### src/rtl/rr_shift_ctrl_if.sv
// Load stream and shift command bundle for rr_shift_ctrl.
// Optional build macro: RR_SHIFT_CTRL_SERIAL_FILL_EN adds sh_bit_in (serial MSB fill source).
interface rr_shift_ctrl_if #(
   parameter int unsigned WORD_W = 16,
   parameter int unsigned CNT_W  = 9
);
   logic              ld_valid;
   logic              ld_ready;
   logic [WORD_W-1:0] ld_data;
   logic              sh_req;
   logic [CNT_W-1:0]  sh_cnt;
   logic              sh_fill;
`ifdef RR_SHIFT_CTRL_SERIAL_FILL_EN
   logic              sh_bit_in;

   modport master (
      output ld_valid, ld_data, sh_req, sh_cnt, sh_fill, sh_bit_in,
      input  ld_ready
   );

   modport slave (
      input  ld_valid, ld_data, sh_req, sh_cnt, sh_fill, sh_bit_in,
      output ld_ready
   );
`else
   modport master (
      output ld_valid, ld_data, sh_req, sh_cnt, sh_fill,
      input  ld_ready
   );

   modport slave (
      input  ld_valid, ld_data, sh_req, sh_cnt, sh_fill,
      output ld_ready
   );
`endif
endinterface

### src/rtl/rr_shift_ctrl.sv
// Sequencer for the 256-bit 16x16 right-shift register of the modular-division datapath.
// Load phase streams 16-bit words into the register (sel_rs=0); shift phase issues a
// programmed number of 1-bit right shifts (sel_rs=1) with an MSB fill bit.
// Optional build macro: RR_SHIFT_CTRL_SERIAL_FILL_EN -- MSB fill comes from sh_bit_in,
// sampled on the edge before each shift cycle, instead of the latched sh_fill.
module rr_shift_ctrl #(
   parameter int unsigned WORDS  = 16,
   parameter int unsigned WORD_W = 16,
   parameter int unsigned CNT_W  = 9
) (
   input  logic              clk_i,
   input  logic              rst_ni,
   rr_shift_ctrl_if.slave    bus,
   output logic [WORD_W-1:0] sr_regin_o,
   output logic              sr_we_o,
   output logic              sr_sel_rs_o,
   output logic              sr_bit256_o,
   output logic [4:0]        word_cnt_o,
   output logic              load_done_o,
   output logic              busy_o,
   output logic              done_o
);

   // Largest meaningful shift run: the full register width.
   localparam logic [CNT_W-1:0] MaxShift = CNT_W'(WORDS * WORD_W);
   localparam logic [4:0]       LastWord = 5'(WORDS - 1);

   typedef enum logic [1:0] {StIdle, StShift, StDone} state_e;

   state_e            state_q;
   logic [CNT_W-1:0]  rem_q;    // shift cycles still to issue after the current one
   logic [WORD_W-1:0] sr_regin_q;
   logic              sr_we_q;
   logic              sr_sel_rs_q;
   logic              sr_bit256_q;
   logic [4:0]        word_cnt_q;
   logic              load_done_q;
   logic              busy_q;
   logic              done_q;

   logic              sh_accept;
   logic              ld_xfer;
   logic [CNT_W-1:0]  sh_n;
   logic              acc_bit;
   logic              run_bit;

`ifndef RR_SHIFT_CTRL_SERIAL_FILL_EN
   logic              fill_q;
`endif

   // A shift command is only taken between complete operand loads.
   assign sh_accept     = (state_q == StIdle) & bus.sh_req & (word_cnt_q == 5'd0);
   assign bus.ld_ready  = rst_ni & (state_q == StIdle) & ~sh_accept;
   assign ld_xfer       = bus.ld_valid & bus.ld_ready;
   assign sh_n          = (bus.sh_cnt > MaxShift) ? MaxShift : bus.sh_cnt;

   // Fill bit source for the first shift cycle (acc_bit) and the following ones (run_bit).
   always_comb begin
`ifdef RR_SHIFT_CTRL_SERIAL_FILL_EN
      acc_bit = bus.sh_bit_in;
      run_bit = bus.sh_bit_in;
`else
      acc_bit = bus.sh_fill;
      run_bit = fill_q;
`endif
   end

   // Control FSM; every register-side output is produced here as a registered value.
   always_ff @(posedge clk_i) begin
      if (!rst_ni) begin
         state_q     <= StIdle;
         rem_q       <= '0;
         sr_regin_q  <= '0;
         sr_we_q     <= 1'b0;
         sr_sel_rs_q <= 1'b0;
         sr_bit256_q <= 1'b0;
         word_cnt_q  <= 5'd0;
         load_done_q <= 1'b0;
         busy_q      <= 1'b0;
         done_q      <= 1'b0;
`ifndef RR_SHIFT_CTRL_SERIAL_FILL_EN
         fill_q      <= 1'b0;
`endif
      end else begin
         sr_we_q     <= 1'b0;
         sr_sel_rs_q <= 1'b0;
         sr_bit256_q <= 1'b0;
         load_done_q <= 1'b0;
         done_q      <= 1'b0;
         case (state_q)
            StIdle: begin
               if (sh_accept) begin
                  busy_q <= 1'b1;
`ifndef RR_SHIFT_CTRL_SERIAL_FILL_EN
                  fill_q <= bus.sh_fill;
`endif
                  if (sh_n == '0) begin
                     state_q <= StDone;
                     done_q  <= 1'b1;
                  end else begin
                     state_q     <= StShift;
                     rem_q       <= sh_n - CNT_W'(1);
                     sr_we_q     <= 1'b1;
                     sr_sel_rs_q <= 1'b1;
                     sr_bit256_q <= acc_bit;
                  end
               end else if (ld_xfer) begin
                  sr_we_q     <= 1'b1;
                  sr_regin_q  <= bus.ld_data;
                  load_done_q <= (word_cnt_q == LastWord);
                  word_cnt_q  <= (word_cnt_q == LastWord) ? 5'd0 : word_cnt_q + 5'd1;
               end
            end
            StShift: begin
               if (rem_q != '0) begin
                  rem_q       <= rem_q - CNT_W'(1);
                  sr_we_q     <= 1'b1;
                  sr_sel_rs_q <= 1'b1;
                  sr_bit256_q <= run_bit;
               end else begin
                  state_q <= StDone;
                  done_q  <= 1'b1;
               end
            end
            StDone: begin
               state_q <= StIdle;
               busy_q  <= 1'b0;
            end
            default: begin
               state_q <= StIdle;
               busy_q  <= 1'b0;
            end
         endcase
      end
   end

   assign sr_regin_o  = sr_regin_q;
   assign sr_we_o     = sr_we_q;
   assign sr_sel_rs_o = sr_sel_rs_q;
   assign sr_bit256_o = sr_bit256_q;
   assign word_cnt_o  = word_cnt_q;
   assign load_done_o = load_done_q;
   assign busy_o      = busy_q;
   assign done_o      = done_q;

endmodule
### src/flat_wrapper.sv
// flat-port wrapper written by rule: the top's interface ports become plain ports
module rr_shift_ctrl_flat 
#(
   parameter int unsigned WORDS  = 16,
   parameter int unsigned WORD_W = 16,
   parameter int unsigned CNT_W  = 9
)
  (clk_i, rst_ni, sr_regin_o, sr_we_o, sr_sel_rs_o, sr_bit256_o, word_cnt_o, load_done_o, busy_o, done_o, bus_ld_valid, bus_ld_data, bus_sh_req, bus_sh_cnt, bus_sh_fill, bus_ld_ready);
  rr_shift_ctrl_if #(.WORD_W(WORD_W), .CNT_W(CNT_W)) bus_i ();
  input  logic clk_i;
  input  logic rst_ni;
  output logic [WORD_W-1:0] sr_regin_o;
  output logic sr_we_o;
  output logic sr_sel_rs_o;
  output logic sr_bit256_o;
  output logic [4:0] word_cnt_o;
  output logic load_done_o;
  output logic busy_o;
  output logic done_o;
  input wire logic [$bits(bus_i.ld_valid)-1:0] bus_ld_valid;
  input wire logic [$bits(bus_i.ld_data)-1:0] bus_ld_data;
  input wire logic [$bits(bus_i.sh_req)-1:0] bus_sh_req;
  input wire logic [$bits(bus_i.sh_cnt)-1:0] bus_sh_cnt;
  input wire logic [$bits(bus_i.sh_fill)-1:0] bus_sh_fill;
  output wire logic [$bits(bus_i.ld_ready)-1:0] bus_ld_ready;
  assign bus_i.ld_valid = bus_ld_valid;
  assign bus_i.ld_data = bus_ld_data;
  assign bus_i.sh_req = bus_sh_req;
  assign bus_i.sh_cnt = bus_sh_cnt;
  assign bus_i.sh_fill = bus_sh_fill;
  assign bus_ld_ready = bus_i.ld_ready;
  rr_shift_ctrl #(.WORDS(WORDS), .WORD_W(WORD_W), .CNT_W(CNT_W)) u_core (.clk_i(clk_i), .rst_ni(rst_ni), .bus(bus_i), .sr_regin_o(sr_regin_o), .sr_we_o(sr_we_o), .sr_sel_rs_o(sr_sel_rs_o), .sr_bit256_o(sr_bit256_o), .word_cnt_o(word_cnt_o), .load_done_o(load_done_o), .busy_o(busy_o), .done_o(done_o));
endmodule
### config.mk
export PLATFORM = sky130hd
export DESIGN_NAME = rr_shift_ctrl_flat
export DESIGN_NICKNAME = d
export VERILOG_FILES = /design/src/rtl/rr_shift_ctrl_if.sv /design/src/rtl/rr_shift_ctrl.sv /design/src/flat_wrapper.sv
export SDC_FILE = /design/constraint.sdc
export NUM_CORES = 1
export LEC_CHECK = 0
export ABC_AREA = 1
export CORE_MARGIN = 8
export CORE_UTILIZATION = 50
export CTS_CLUSTER_SIZE = 14
export DETAILED_ROUTE_END_ITERATION = 6
export PLACE_DENSITY_LB_ADDON = 0.25
export SYNTH_ARGS = -nofsm -noshare
export SYNTH_HDL_FRONTEND = slang
export SYNTH_SLANG_ARGS = --single-unit
### constraint.sdc
create_clock -name clk_i -period 2.7 [get_ports clk_i]
set_clock_uncertainty 0.1 [all_clocks]
set_input_delay 0.54 -clock clk_i [delete_from_list [all_inputs] [get_ports clk_i]]
set_output_delay 0.54 -clock clk_i [all_outputs]
set_load 0.05 [all_outputs]
==> run metrics <==
Overall Global Routing Usage 16.4%; actual slew at the worst max-slew pin 0.543 ns; number of distinct library cells after synthesis 26; Leak 0.00123 uW; Max stage delay on crit path 0.48 ns; total of cells resized after clock tree synthesis 0; CP Data Required Time 2.06 ns; largest net degree at the start of global routing 31; number of antenna violations at the first check in global routing 0; Die Footprint 6090 um^2; share of layout cells above drive strength 1 8.50%; crit path setup slack, layout 0.432 ns; number of global-route vias before repair 1913; switching portion of total power 38.7%; setup violators final 0; number of cells produced by synthesis 282; number of buffers added for setup after CTS 0; net count of the finished layout 373; clock sink total 39; CTS clock-pin slew for the worst setup and hold paths 0.08 ns; root buffer cell clkbuf_8; largest fanout on the critical path 6; core outline area 3690 um^2; fraction of the cycle the final worst path needs 84.0%; switching pwr 788 uW; Hold Vio Cnt, Final 0; routed length per placed instance 12.1 um; Via Count 1931; synthesis-stage register bit count 39; pwr/cell area 772 nW/um^2; DRC violations left 0; sequential share of power 35.8%; depth of the worst hold-timing path 2; combinational share of power 38.8%; sequential cell area fraction in the yosys report 40.6%; I/O Buffers 57; critical path buffer and inverter count 3; status complete, no violations; Fin Setup TNS 0 ns; number of max-capacitance violations reported 0; wire length of the first global-routing pass 8320 um; cell type group with the largest total delay on the critical path buffers and inverters; number of pins exceeding their max-slew limit in the final report 0; worst min-delay path category reg2reg; initial core utilization 52.1%; total congestion overflow 0; maximum clock frequency 441 MHz; fin crit period 2.27 ns; number of antenna diodes 0; Worst slew margin 63.7%; wire length after detailed routing 4690 um; worst setup path class in2out; Clock H-tree levels 2; highest ir drop seen on vdd 502 uV; Final HPWL DP 3550 um; setup repair after global routing missed its margin no; maximum count of clock buffers along a single path 2; total internal power 1250 uW; number of clock buffers inserted by TritonCTS 5; Die Span Y 78.0 um; critical path startpoint category primary input; TritonCTS clock tree built; final core utilization 71.6%; worst skew pair latency 0.29 ns; highest-delay cell along the critical path clkdlybuf4s50_1; Avg Vias per Cell 4.96; Register-to-Register Path Depth 9; Critical Path Stages 4; number of warnings printed during yosys synthesis 0; share of total power in the clock network 25.4%; ordered list of cells on the worst path clkdlybuf4s50_1 -> inv_1 -> nor3_4 -> buf_12; data arrival time of the critical path 1.63 ns; first-iteration detailed-routing DRC count 122; gpl congestion 0.896; cell row count 22; Top Ports 58; netlist area before placement 1920 um^2; mean area per synthesized cell 6.82 um^2; Routed Antenna Nets 0; count of hold-fix buffers inserted at cts 0; Synthesized Nets 315; post-placement setup slack 0.324 ns; crit end category output port; Layout Area Growth over Synthesis 37.3%; width of the die 78.0 um; first-pass iteration count of the detailed router 4
## logic make-up after synthesis
logic type	count (synthesis)	share of synthesized area (%)
simple gates	179	42.1
buf+inv	39	9.11
flops	39	40.6
compound gates	21	5.79
fa+ha+maj	3	1.95
xor+xnor	1	0.456
## layout make-up
class	count	area, um^2
clock buffer	6	82.6
clock inverter	2	38.8
fill	321	1050
inverter	32	123
multi-input combinational	204	967
sequential	39	781
tap	48	60.1
timing repair buffer	58	588
## power by group through the flow
stage	logic, uW	registers, uW	clock network, uW
after floorplan	427	884	0
after global placement	778	740	0
after detailed placement	789	743	0
after CTS	796	730	527
after global routing	879	743	558
final	791	729	517
## path summary, 6_finish.rpt
path / start / end / slack, ns
setup / recovery: rst_ni / bus_ld_ready / 0.43
hold / removal: u_core.sr_regin_o[10] / u_core.sr_regin_o[10] / 0.37
setup reg to reg: u_core.word_cnt_o[0] / u_core.word_cnt_o[2] / 0.74
hold reg to reg: u_core.sr_regin_o[10] / u_core.sr_regin_o[10] / 0.37
## cell usage after synthesis
cell	n	area, um^2
a21oi_1	11	55.1
buf_1	2	7.51
buf_4	1	7.51
buf_6	3	33.8
clkbuf_1	1	3.75
dfxtp_1	39	781
ha_1	3	37.5
inv_1	28	105
inv_2	3	11.3
inv_4	1	6.26
nand2_1	94	353
nand2_2	5	31.3
nand2_4	2	22.5
nand3_1	39	195
nand4_1	1	6.26
nor2_1	28	105
nor2_4	4	45.0
nor3_1	2	10.0
nor3_4	1	16.3
nor4_2	1	12.5
o21ai_0	8	40.0
o21ai_2	1	8.76
o21bai_1	1	7.51
or2_0	1	6.26
or2_2	1	6.26
xnor2_1	1	8.76
## worst min-delay path, cell delays in order, from the launching register on
cell and delay [ns]:
dfxtp_1 0.31, nand3_1 0.07, nand2_1 0.04
## stage by stage
stage                     hold WS (ns)  cells  area [um^2]  power, uW
final                            0.367    389         2640       2040
after global routing             0.382    389         2640       2180
after CTS                        0.370    389         2640       2050
after detailed placement         0.358    381         2520       1530
after global placement           0.352    381         2520       1520
after floorplan                  0.340    282         1920       1310
## metal layers
layer	track usage [%]	share of wire, %	up-vias
li1	-	-	1000
met5	0	0	-
met2	26.6	45	52
met1	18.2	44	871
met4	5.19	1.6	0
met3	8.31	9.3	8
## flip-flops by register name, indices dropped and copies added (netlist names)
signal              flops
u_core.busy_o           1
u_core.done_o           1
u_core.fill_q           1
u_core.load_done_o      1
u_core.rem_q            9
u_core.sr_bit256_o      1
u_core.sr_regin_o      16
u_core.sr_sel_rs_o      1
u_core.sr_we_o          1
u_core.state_q          2
u_core.word_cnt_o       5
## cell usage in the layout, fill, tap and decap left out
cell	count
bufinv_16	1
or2_2	1
nor3_1	2
or2_0	1
buf_12	1
clkbuf_8	6
nand2_2	5
clkdlybuf4s50_1	56
nand2_1	94
inv_2	3
dfxtp_1	39
inv_1	28
inv_4	1
nor2_4	4
nor4_2	1
nand4_1	1
inv_6	1
xnor2_1	1
nand3_1	39
o21ai_0	8
a21oi_1	11
nor2_1	28
buf_4	1
nand2_4	2
o21ai_2	1
o21bai_1	1
nor3_4	1
ha_1	3
No activity file was read; power rests on OpenSTA's default activity.
